--- src/rtl/prior_arb_4_pkg.sv ---
// Shared definitions for the 4-way priority / round-robin arbiter.
package prior_arb_4_pkg;

    localparam int unsigned NUM_REQ = 4;

    typedef enum logic [1:0] {
        IDLE   = 2'd0,
        GRANT  = 2'd1,
        REVOKE = 2'd2
    } arb_state_e;

endpackage

--- src/rtl/arb_pick_4.sv ---
// Combinational winner selection: highest set bit in fixed mode,
// first set bit ascending from start_i (with wrap) in round-robin mode.
module arb_pick_4
    import prior_arb_4_pkg::*;
(
    input  logic [3:0] elig_i,
    input  logic [1:0] start_i,
    input  logic       mode_rr_i,
    output logic [1:0] win_o,
    output logic       found_o
);

    logic [1:0] win;
    logic [1:0] idx;
    logic       hit;

    always_comb begin
        win = '0;
        idx = '0;
        hit = 1'b0;
        if (!mode_rr_i) begin
            // Ascending scan: the last set bit seen is the highest priority.
            for (int unsigned i = 0; i < NUM_REQ; i++) begin
                if (elig_i[i]) begin
                    win = 2'(i);
                    hit = 1'b1;
                end
            end
        end else begin
            for (int unsigned k = 0; k < NUM_REQ; k++) begin
                idx = start_i + 2'(k);
                if (!hit && elig_i[idx]) begin
                    win = idx;
                    hit = 1'b1;
                end
            end
        end
    end

    assign win_o   = win;
    assign found_o = hit;

endmodule

--- src/rtl/prior_arb_4.sv ---
// 4-requester arbiter with fixed/round-robin selection, back-to-back
// handover and forced revoke after MAX_HOLD consecutive grant cycles.
module prior_arb_4
    import prior_arb_4_pkg::*;
#(
    parameter int unsigned MAX_HOLD = 8
) (
    input  logic       clk,
    input  logic       rst_n,
    input  logic [3:0] req,
    input  logic       mode_rr,
    output logic [3:0] gnt,
    output logic [1:0] gnt_id,
    output logic       gnt_valid,
    output logic       timeout
);

    localparam logic [7:0] MAX_HOLD_C = 8'(MAX_HOLD);

    arb_state_e state_q, state_d;
    logic [3:0] gnt_q, gnt_d;
    logic [1:0] id_q, id_d;
    logic       valid_q, valid_d;
    logic       timeout_q, timeout_d;
    logic [7:0] hold_q, hold_d;
    logic [1:0] last_q, last_d;
    logic [3:0] excl_q, excl_d;
    logic       mode_q, mode_d;

    logic [3:0] elig;
    logic       pick_mode;
    logic [1:0] win;
    logic       found;

    // IDLE arbitrates with the live mode input and the post-revoke mask;
    // back-to-back handover in GRANT reuses the mode latched at grant time.
    always_comb begin
        elig      = req;
        pick_mode = mode_q;
        if (state_q == IDLE) begin
            elig      = req & ~excl_q;
            pick_mode = mode_rr;
        end
    end

    arb_pick_4 u_pick (
        .elig_i    (elig),
        .start_i   (last_q + 2'd1),
        .mode_rr_i (pick_mode),
        .win_o     (win),
        .found_o   (found)
    );

    always_comb begin
        state_d   = state_q;
        gnt_d     = gnt_q;
        id_d      = id_q;
        valid_d   = valid_q;
        timeout_d = 1'b0;
        hold_d    = hold_q;
        last_d    = last_q;
        excl_d    = excl_q;
        mode_d    = mode_q;
        case (state_q)
            IDLE: begin
                excl_d  = '0;
                gnt_d   = '0;
                id_d    = '0;
                valid_d = 1'b0;
                hold_d  = '0;
                mode_d  = mode_rr;
                if (found) begin
                    state_d = GRANT;
                    gnt_d   = 4'b0001 << win;
                    id_d    = win;
                    valid_d = 1'b1;
                    hold_d  = 8'd1;
                    last_d  = win;
                end
            end
            GRANT: begin
                if (req[id_q]) begin
                    if (hold_q < MAX_HOLD_C) begin
                        hold_d = hold_q + 8'd1;
                    end else begin
                        state_d   = REVOKE;
                        gnt_d     = '0;
                        id_d      = '0;
                        valid_d   = 1'b0;
                        timeout_d = 1'b1;
                        hold_d    = '0;
                        excl_d    = gnt_q;
                    end
                end else if (found) begin
                    gnt_d  = 4'b0001 << win;
                    id_d   = win;
                    valid_d = 1'b1;
                    hold_d = 8'd1;
                    last_d = win;
                end else begin
                    state_d = IDLE;
                    gnt_d   = '0;
                    id_d    = '0;
                    valid_d = 1'b0;
                    hold_d  = '0;
                end
            end
            REVOKE: begin
                state_d = IDLE;
            end
            default: begin
                state_d = IDLE;
                gnt_d   = '0;
                id_d    = '0;
                valid_d = 1'b0;
                hold_d  = '0;
            end
        endcase
    end

    always_ff @(posedge clk or negedge rst_n) begin
        if (!rst_n) begin
            state_q   <= IDLE;
            gnt_q     <= '0;
            id_q      <= '0;
            valid_q   <= 1'b0;
            timeout_q <= 1'b0;
            hold_q    <= '0;
            last_q    <= 2'd3;
            excl_q    <= '0;
            mode_q    <= 1'b0;
        end else begin
            state_q   <= state_d;
            gnt_q     <= gnt_d;
            id_q      <= id_d;
            valid_q   <= valid_d;
            timeout_q <= timeout_d;
            hold_q    <= hold_d;
            last_q    <= last_d;
            excl_q    <= excl_d;
            mode_q    <= mode_d;
        end
    end

    assign gnt       = gnt_q;
    assign gnt_id    = id_q;
    assign gnt_valid = valid_q;
    assign timeout   = timeout_q;

endmodule
--- config.mk ---
export PLATFORM = sky130hd
export DESIGN_NAME = prior_arb_4
export DESIGN_NICKNAME = d
export VERILOG_FILES = /design/src/rtl/prior_arb_4_pkg.sv /design/src/rtl/arb_pick_4.sv /design/src/rtl/prior_arb_4.sv
export SDC_FILE = /design/constraint.sdc
export NUM_CORES = 1
export LEC_CHECK = 0
export ABC_AREA = 1
export ABC_CLOCK_PERIOD_IN_PS = 2100
export BUFFER_PORTS_ARGS = -buffer_cell sky130_fd_sc_hd__buf_4
export CORE_AREA = 2 2 54 56
export CTS_CLUSTER_DIAMETER = 120
export DETAILED_ROUTE_END_ITERATION = 10
export DIE_AREA = 0 0 56 58
export PLACE_DENSITY = 0.74
export REMOVE_ABC_BUFFERS = 1
export SYNTH_ARGS = -nofsm -noshare
export SYNTH_HDL_FRONTEND = slang
export SYNTH_SLANG_ARGS = --single-unit
--- constraint.sdc ---
create_clock -name clk -period 2.1 [get_ports clk]
set_clock_uncertainty 0.05 [all_clocks]
set_input_delay 0.105 -clock clk [delete_from_list [all_inputs] [get_ports clk]]
set_output_delay 0.105 -clock clk [all_outputs]
set_load 0.02 [all_outputs]
==> results of run 1 <==
power groups by stage:
stage               logic (mW)  registers, mW  clock network (mW)
floorplan                 1.16          0.807                   0
global placement          1.54          0.755                   0
detailed placement        1.58          0.763                   0
CTS                       1.59          0.754               0.215
global route              1.80          0.772               0.234
finish                    1.62          0.754               0.210
placed cells by master, fill, tap and decap left out, types with 2 or more instances in the layout:
| cell type | Yosys | layout |
|---|---|---|
| a32o_1 | 4 | 4 |
| buf_4 | 0 | 18 |
| clkbuf_4 | 0 | 3 |
| dfrtp_1 | 23 | 23 |
| dfstp_2 | 2 | 2 |
| inv_1 | 17 | 16 |
| inv_2 | 3 | 4 |
| nand2_1 | 41 | 37 |
| nand2_2 | 9 | 13 |
| nand3_1 | 22 | 22 |
| nand3_2 | 5 | 5 |
| nand4_1 | 2 | 2 |
| nor2_1 | 14 | 14 |
| nor2_2 | 2 | 2 |
| nor2_4 | 4 | 4 |
| nor3_1 | 2 | 2 |
| o211ai_1 | 2 | 2 |
| o21ai_0 | 2 | 2 |
| o21ai_1 | 4 | 4 |
| o21ai_2 | 2 | 2 |
| or2_2 | 2 | 2 |
worst max-delay path: stages (launching register included):
cell     delay, ns
dfrtp_1       0.42
inv_1         0.06
or2_2         0.26
a32oi_1       0.28
nor3_1        0.08
inv_1         0.10
nor2_1        0.09
nor2_1        0.20
inv_1         0.16
nand2_1       0.09
nand2_1       0.05
repair_timing:
| action | CTS | global route |
|---|---|---|
| hold endpoints to repair | 25 | 0 |
| setup buffers | 0 | 3 |
| hold buffers | 1 | 0 |
| gates resized for setup | 0 | 5 |
| endpoints found under the setup margin | 0 | 6 |
synthesized netlist by cell type (all sizes together):
master | n | area [um2]
a32oi | 1 | 8.76
nand2 | 50 | 210
a22o | 1 | 8.76
a32o | 4 | 40.0
dfstp | 2 | 52.6
buf | 1 | 11.3
dfrtp | 23 | 576
nor3 | 2 | 10.0
o22ai | 1 | 6.26
nand4 | 3 | 25.0
o21bai | 1 | 7.51
o211ai | 2 | 15.0
nand3 | 27 | 160
nor2 | 20 | 110
xnor2 | 2 | 25.0
o21ai | 8 | 47.6
inv | 20 | 75.1
or2 | 3 | 18.8
ha | 1 | 12.5
nand3b | 1 | 7.51
metal layers:
layer  track usage (%)  part of all wire (%)  up-vias
met5                 0                     0        -
met2              37.1                    48       49
met4              10.2                   2.8        0
met1              27.1                    44      586
li1                  -                     -      615
met3              1.56                   5.5       14
logic make-up after synthesis:
kind of cell,Yosys count
compound gates,18
xor+xnor,2
fa+ha+maj,1
buf+inv,21
flops,25
simple gates,106
path summary, 6_finish.rpt:
kind,from,endpoint,slack [ns],cells after the start
worst max-delay path,gnt_id[0],gnt[1],0.16,10
worst min-delay path,rst_n,gnt_valid,0.16,2
worst max register to register,gnt_id[0],gnt[1],0.16,10
worst min register to register,gnt_valid,gnt_valid,0.45,2
max in group asynchronous,rst_n,last_q[1],1.55,2
min in group clk,mode_rr,mode_q,0.19,4
through the flow:
step | setup slack (ns) | cells | cell area (um2) | util [%]
detailed placement | 0.126 | 218 | 1570 | 58.9
floorplan | 0.328 | 172 | 1420 | -
global placement | 0.164 | 218 | 1570 | 58.9
global route | 0.0163 | 226 | 1640 | 61.5
finish | 0.156 | 226 | 1640 | 61.5
CTS | 0.103 | 223 | 1600 | 60.2
state kept, by name, indices dropped and copies added (netlist names):
name       count
excl_q         4
gnt            4
gnt_id         2
gnt_valid      1
hold_q         8
last_q         2
mode_q         1
state_q        2
timeout        1
area by class of cell:
| cell class | instances | area (um2) |
|---|---|---|
| Fill cell | 248 | 1030 |
| Multi-Input combinational cell | 127 | 723 |
| Sequential cell | 25 | 628 |
| Timing Repair Buffer | 19 | 145 |
| Inverter | 20 | 75.1 |
| Tap cell | 31 | 38.8 |
| Clock buffer | 4 | 26.3 |
==> impl_metrics.toml, run 1 <==
[route]
ant_nets = 0
wl_per_cell_um = 13.9
num_vias = 1264
dr.pass1.iters = 4
vias_per_cell = 5.59
finalWirelength_um = 3130
drc = 0
first_iter_violations = 46

[sta]
finalCritPeriodShare_pct = 92.5
relSlewSlack_pct = 76.6
hold_viol = 0
tightest_slew_ns = 0.350
setup_violations = 0
max_freq_mhz = 515
fin_crit_ns = 1.94
rsz0062_at_grt = "no"
fin_setup_tns_ns = 0
drv_slew = 0
whs_ns = 0.158

[floorplanning]
die_y_um = 58
start_util_pct = 53.6
dieArea_um2 = 3250
die_x_um = 56
rows = 19
coreArea_um2 = 2660
io-pin-count = 15

[power]
p_sw_mw = 1.30
switching_share_pct = 50.3
p_per_area_nw_per_um2 = 1580
combPwrFrac_pct = 62.8
clkPwrFrac_pct = 8.1
ir_drop_uv = 1040
internal_power_mw = 1.29
p_leak_nw = 0.810
total_power_mw = 2.59
power_frac_seq_pct = 29.1

[cts]
clock-root-buffer = "clkbuf_4"
clock_latency_ns = 0.32
numCtsBuffers = 3
h-tree-depth = 1
cts.sinks = 25
cts_tree = "done"
cts_max_path_buffers = 2
clk_pin_slew_worst_paths_ns = 0.13

[cells_and_area]
fin_nets = 204
area_growth_pct = 14.6
drive_gt1_share_pct = 29.2
antenna_cells = 0

[flow_run]
maxCapViolations = 0

[synth]
synth-xor-area-share_pct = 1.75
syn-cell-area_um2 = 1430
yosysUniqueCellTypes = 30
avgSynthCellArea_um2 = 8.25
ys_seq_area_share_pct = 44.0
synth_compound_gate_area_share_pct = 9.38
synth-simple-area-share_pct = 37.9
synth_cells = 173
synth-seq-cells = 25
synth_fa_ha_area_share_pct = 0.876
synth_top_family_by_area = "simple AND/OR/NAND/NOR gates"
synthMuxAreaShare_pct = 0
ys_warn_count = 0

[hold_path]
worst_hold_path_type = "input port to asynchronous set/reset pin"

[grt]
grt_start_max_net_pins = 26
grt_pass1_vias = 1238
grt-ovfl-total = 0
grt_first_pass_wirelength_um = 5430
grt_antenna_before_repair = 0
grt_use_total_pct = 21.3

[critical_path]
start_kind = "flip-flop"
cp_max_fo = 5
critical_path_class = "flip-flop to flip-flop"
required_ns = 2.27
cp.arrival_ns = 2.12
endpoint_kind = "flip-flop"

[placement]
portBuffers = 14
gp_congestion = 0.919
dp_hpwl_um = 2450

[status]
status = "finished, final reports clean"
Note: power is estimated with default switching activity, not from simulation.
==> run 2, diff against run 1 <==
--- a/config.mk
+++ b/config.mk
@@ -6,7 +6,7 @@
 export NUM_CORES = 1
 export LEC_CHECK = 0
 export ABC_AREA = 1
-export ABC_CLOCK_PERIOD_IN_PS = 2100
+export ABC_CLOCK_PERIOD_IN_PS = 2200
 export BUFFER_PORTS_ARGS = -buffer_cell sky130_fd_sc_hd__buf_4
 export CORE_AREA = 2 2 54 56
 export CTS_CLUSTER_DIAMETER = 120
==> constraint.sdc (replaced) <==
create_clock -name clk -period 2.2 [get_ports clk]
set_clock_uncertainty 0.05 [all_clocks]
set_input_delay 0.11 -clock clk [delete_from_list [all_inputs] [get_ports clk]]
set_output_delay 0.11 -clock clk [all_outputs]
set_load 0.02 [all_outputs]
==> run 2 against run 1 <==
  * Die area is the same
  * Sequential share of layout area grew 0.78 points
  * Combinational power is 6% lower
  * Power fell by 5.5%
  * Core utilization shrank 1.2 points
  * First-iteration DRC count grew 11%
  * Worst setup slack improved by 0.041 ns
==> impl_metrics.toml, run 2 (synthesis gave the netlist of run 1 again) <==
[sta]
max_freq_mhz = 499
hold_viol = 0
tightest_slew_ns = 0.349
relSlewSlack_pct = 76.6
rsz0062_at_grt = "no"
finalCritPeriodShare_pct = 91.0
setup_ws_ns = 0.198
drv_slew = 0
whs_ns = 0.163
fin_setup_tns_ns = 0
setup_violations = 0
fin_crit_ns = 2.00

[cts]
numCtsBuffers = 3
cts.sinks = 25
cts_tree = "done"
cts_max_path_buffers = 2
h-tree-depth = 1
clk_pin_slew_worst_paths_ns = 0.12
clock_latency_ns = 0.31
clock-root-buffer = "clkbuf_4"

[cells_and_area]
top_register = "hold_q"
drive_gt1_share_pct = 25.5
final_common_cell = "nand2_1"
multi_input_area_um2 = 713
fillCellCount = 241
area_growth_pct = 12.4
fin_nets = 201
antenna_cells = 0
final_cell_mix = "nand2_1 (41), dfrtp_1 (23), nand3_1 (22)"
seq_area_um2 = 628
largest_reg_flops = 8
final_util_pct = 60.2

[power]
p_per_area_nw_per_um2 = 1530
p_leak_nw = 0.792
ir_drop_uv = 1000

[floorplanning]
rows = 19
coreArea_um2 = 2660
die_x_um = 56
dieArea_um2 = 3250
io-pin-count = 15
start_util_pct = 53.6
die_y_um = 58

[critical_path]
r2r_cells = 10
timing.rr.start = "last_q[0]"
cp.arrival_ns = 2.20
reg2reg_to = "last_q[0]"
cp_max_fo = 8
start_kind = "flip-flop"
endpoint_kind = "flip-flop"
r2r_setup_slack_ns = 0.20
cpPeakStageDelay_ns = 0.64
critical_path_class = "flip-flop to flip-flop"
path_cells = "inv_1, nand3_1, nand2_1, o21ai_2, nand4_1, nand3_1, nand3_1, nand2_1, nand2_1, o21ai_1"
required_ns = 2.40
cp_slowest_cell = "dfstp_2"

[placement]
portBuffers = 14
pre_cts_ws_ns = 0.219
gp_congestion = 0.915
dp_hpwl_um = 2420

[hold_path]
worst_hold_path_type = "input port to asynchronous set/reset pin"

[route]
finalWirelength_um = 3100
ant_nets = 0
drc = 0
vias_per_cell = 5.48
wl_per_cell_um = 13.9
first_iter_violations = 51
dr.pass1.iters = 4
num_vias = 1223

[grt]
grt-ovfl-total = 0
grt_start_max_net_pins = 26
grt_pass1_vias = 1222
grt_use_total_pct = 20.9
grt_antenna_before_repair = 0
grt_first_pass_wirelength_um = 5290

[status]
status = "finished, final reports clean"

[flow_run]
maxCapViolations = 0
==> run 2: cell count changes in the layout (fill, tap and decap cells not counted) <==
cell,change
buf_4,-3
inv_1,+1
inv_2,-1
nand2_1,+4
nand2_2,-4
==> run 2: cell type report <==
class	count	area share, %
Inverter	20	4.68
Sequential cell	25	39.2
Clock buffer	4	1.64
Timing Repair Buffer	16	7.64
Tap cell	31	2.42
Multi-Input combinational cell	127	44.5
==> run 2: report_power, final <==
part / switching (mW) / internal [mW] / total (mW)
registers: 0.117 / 0.601 / 0.718
logic: 0.983 / 0.545 / 1.53
clock network: 0.129 / 0.0709 / 0.200
==> run 2: how the worst max path moves through the flow <==
stage               slack, ns   endpoint  cells past startpoint       from
floorplan                0.43  gnt_id[0]                     11  last_q[0]
global placement         0.27  gnt_id[1]                     11  last_q[0]
detailed placement       0.22  last_q[0]                     10  last_q[0]
CTS                      0.19  last_q[0]                     10  last_q[0]
global route             0.01  last_q[0]                     10  last_q[0]
finish                   0.20  last_q[0]                     10  last_q[0]
==> run 2: repair_timing <==
item                                    CTS  global route
gates resized for setup                   0             0
hold buffers                              1             0
hold endpoints to repair                 25             0
endpoints found under the setup margin    0             1
setup buffers                             0             1
==> run 2: worst max-delay path, delay by kind of cell (launching register included) <==
family	cells	cell delay [ns]
flip-flops	1	0.64
buffers and inverters	1	0.15
AO/OA/AOI/OAI	2	0.29
AND/OR/NAND/NOR	7	0.80
==> run 2: per-stage QoR <==
stage | std cells | power [mW] | area (um2)
after detailed placement | 217 | 2.24 | 1560
after CTS | 222 | 2.45 | 1600
final | 223 | 2.45 | 1600
after global placement | 217 | 2.19 | 1560
after floorplan | 172 | 1.88 | 1420
after global routing | 223 | 2.67 | 1600
==> run 2: metal layers <==
layer,track usage (%),wire [um]
met1,26.4,1380
met2,34.1,1490
met3,3.35,160
met4,12.6,72
met5,0,0
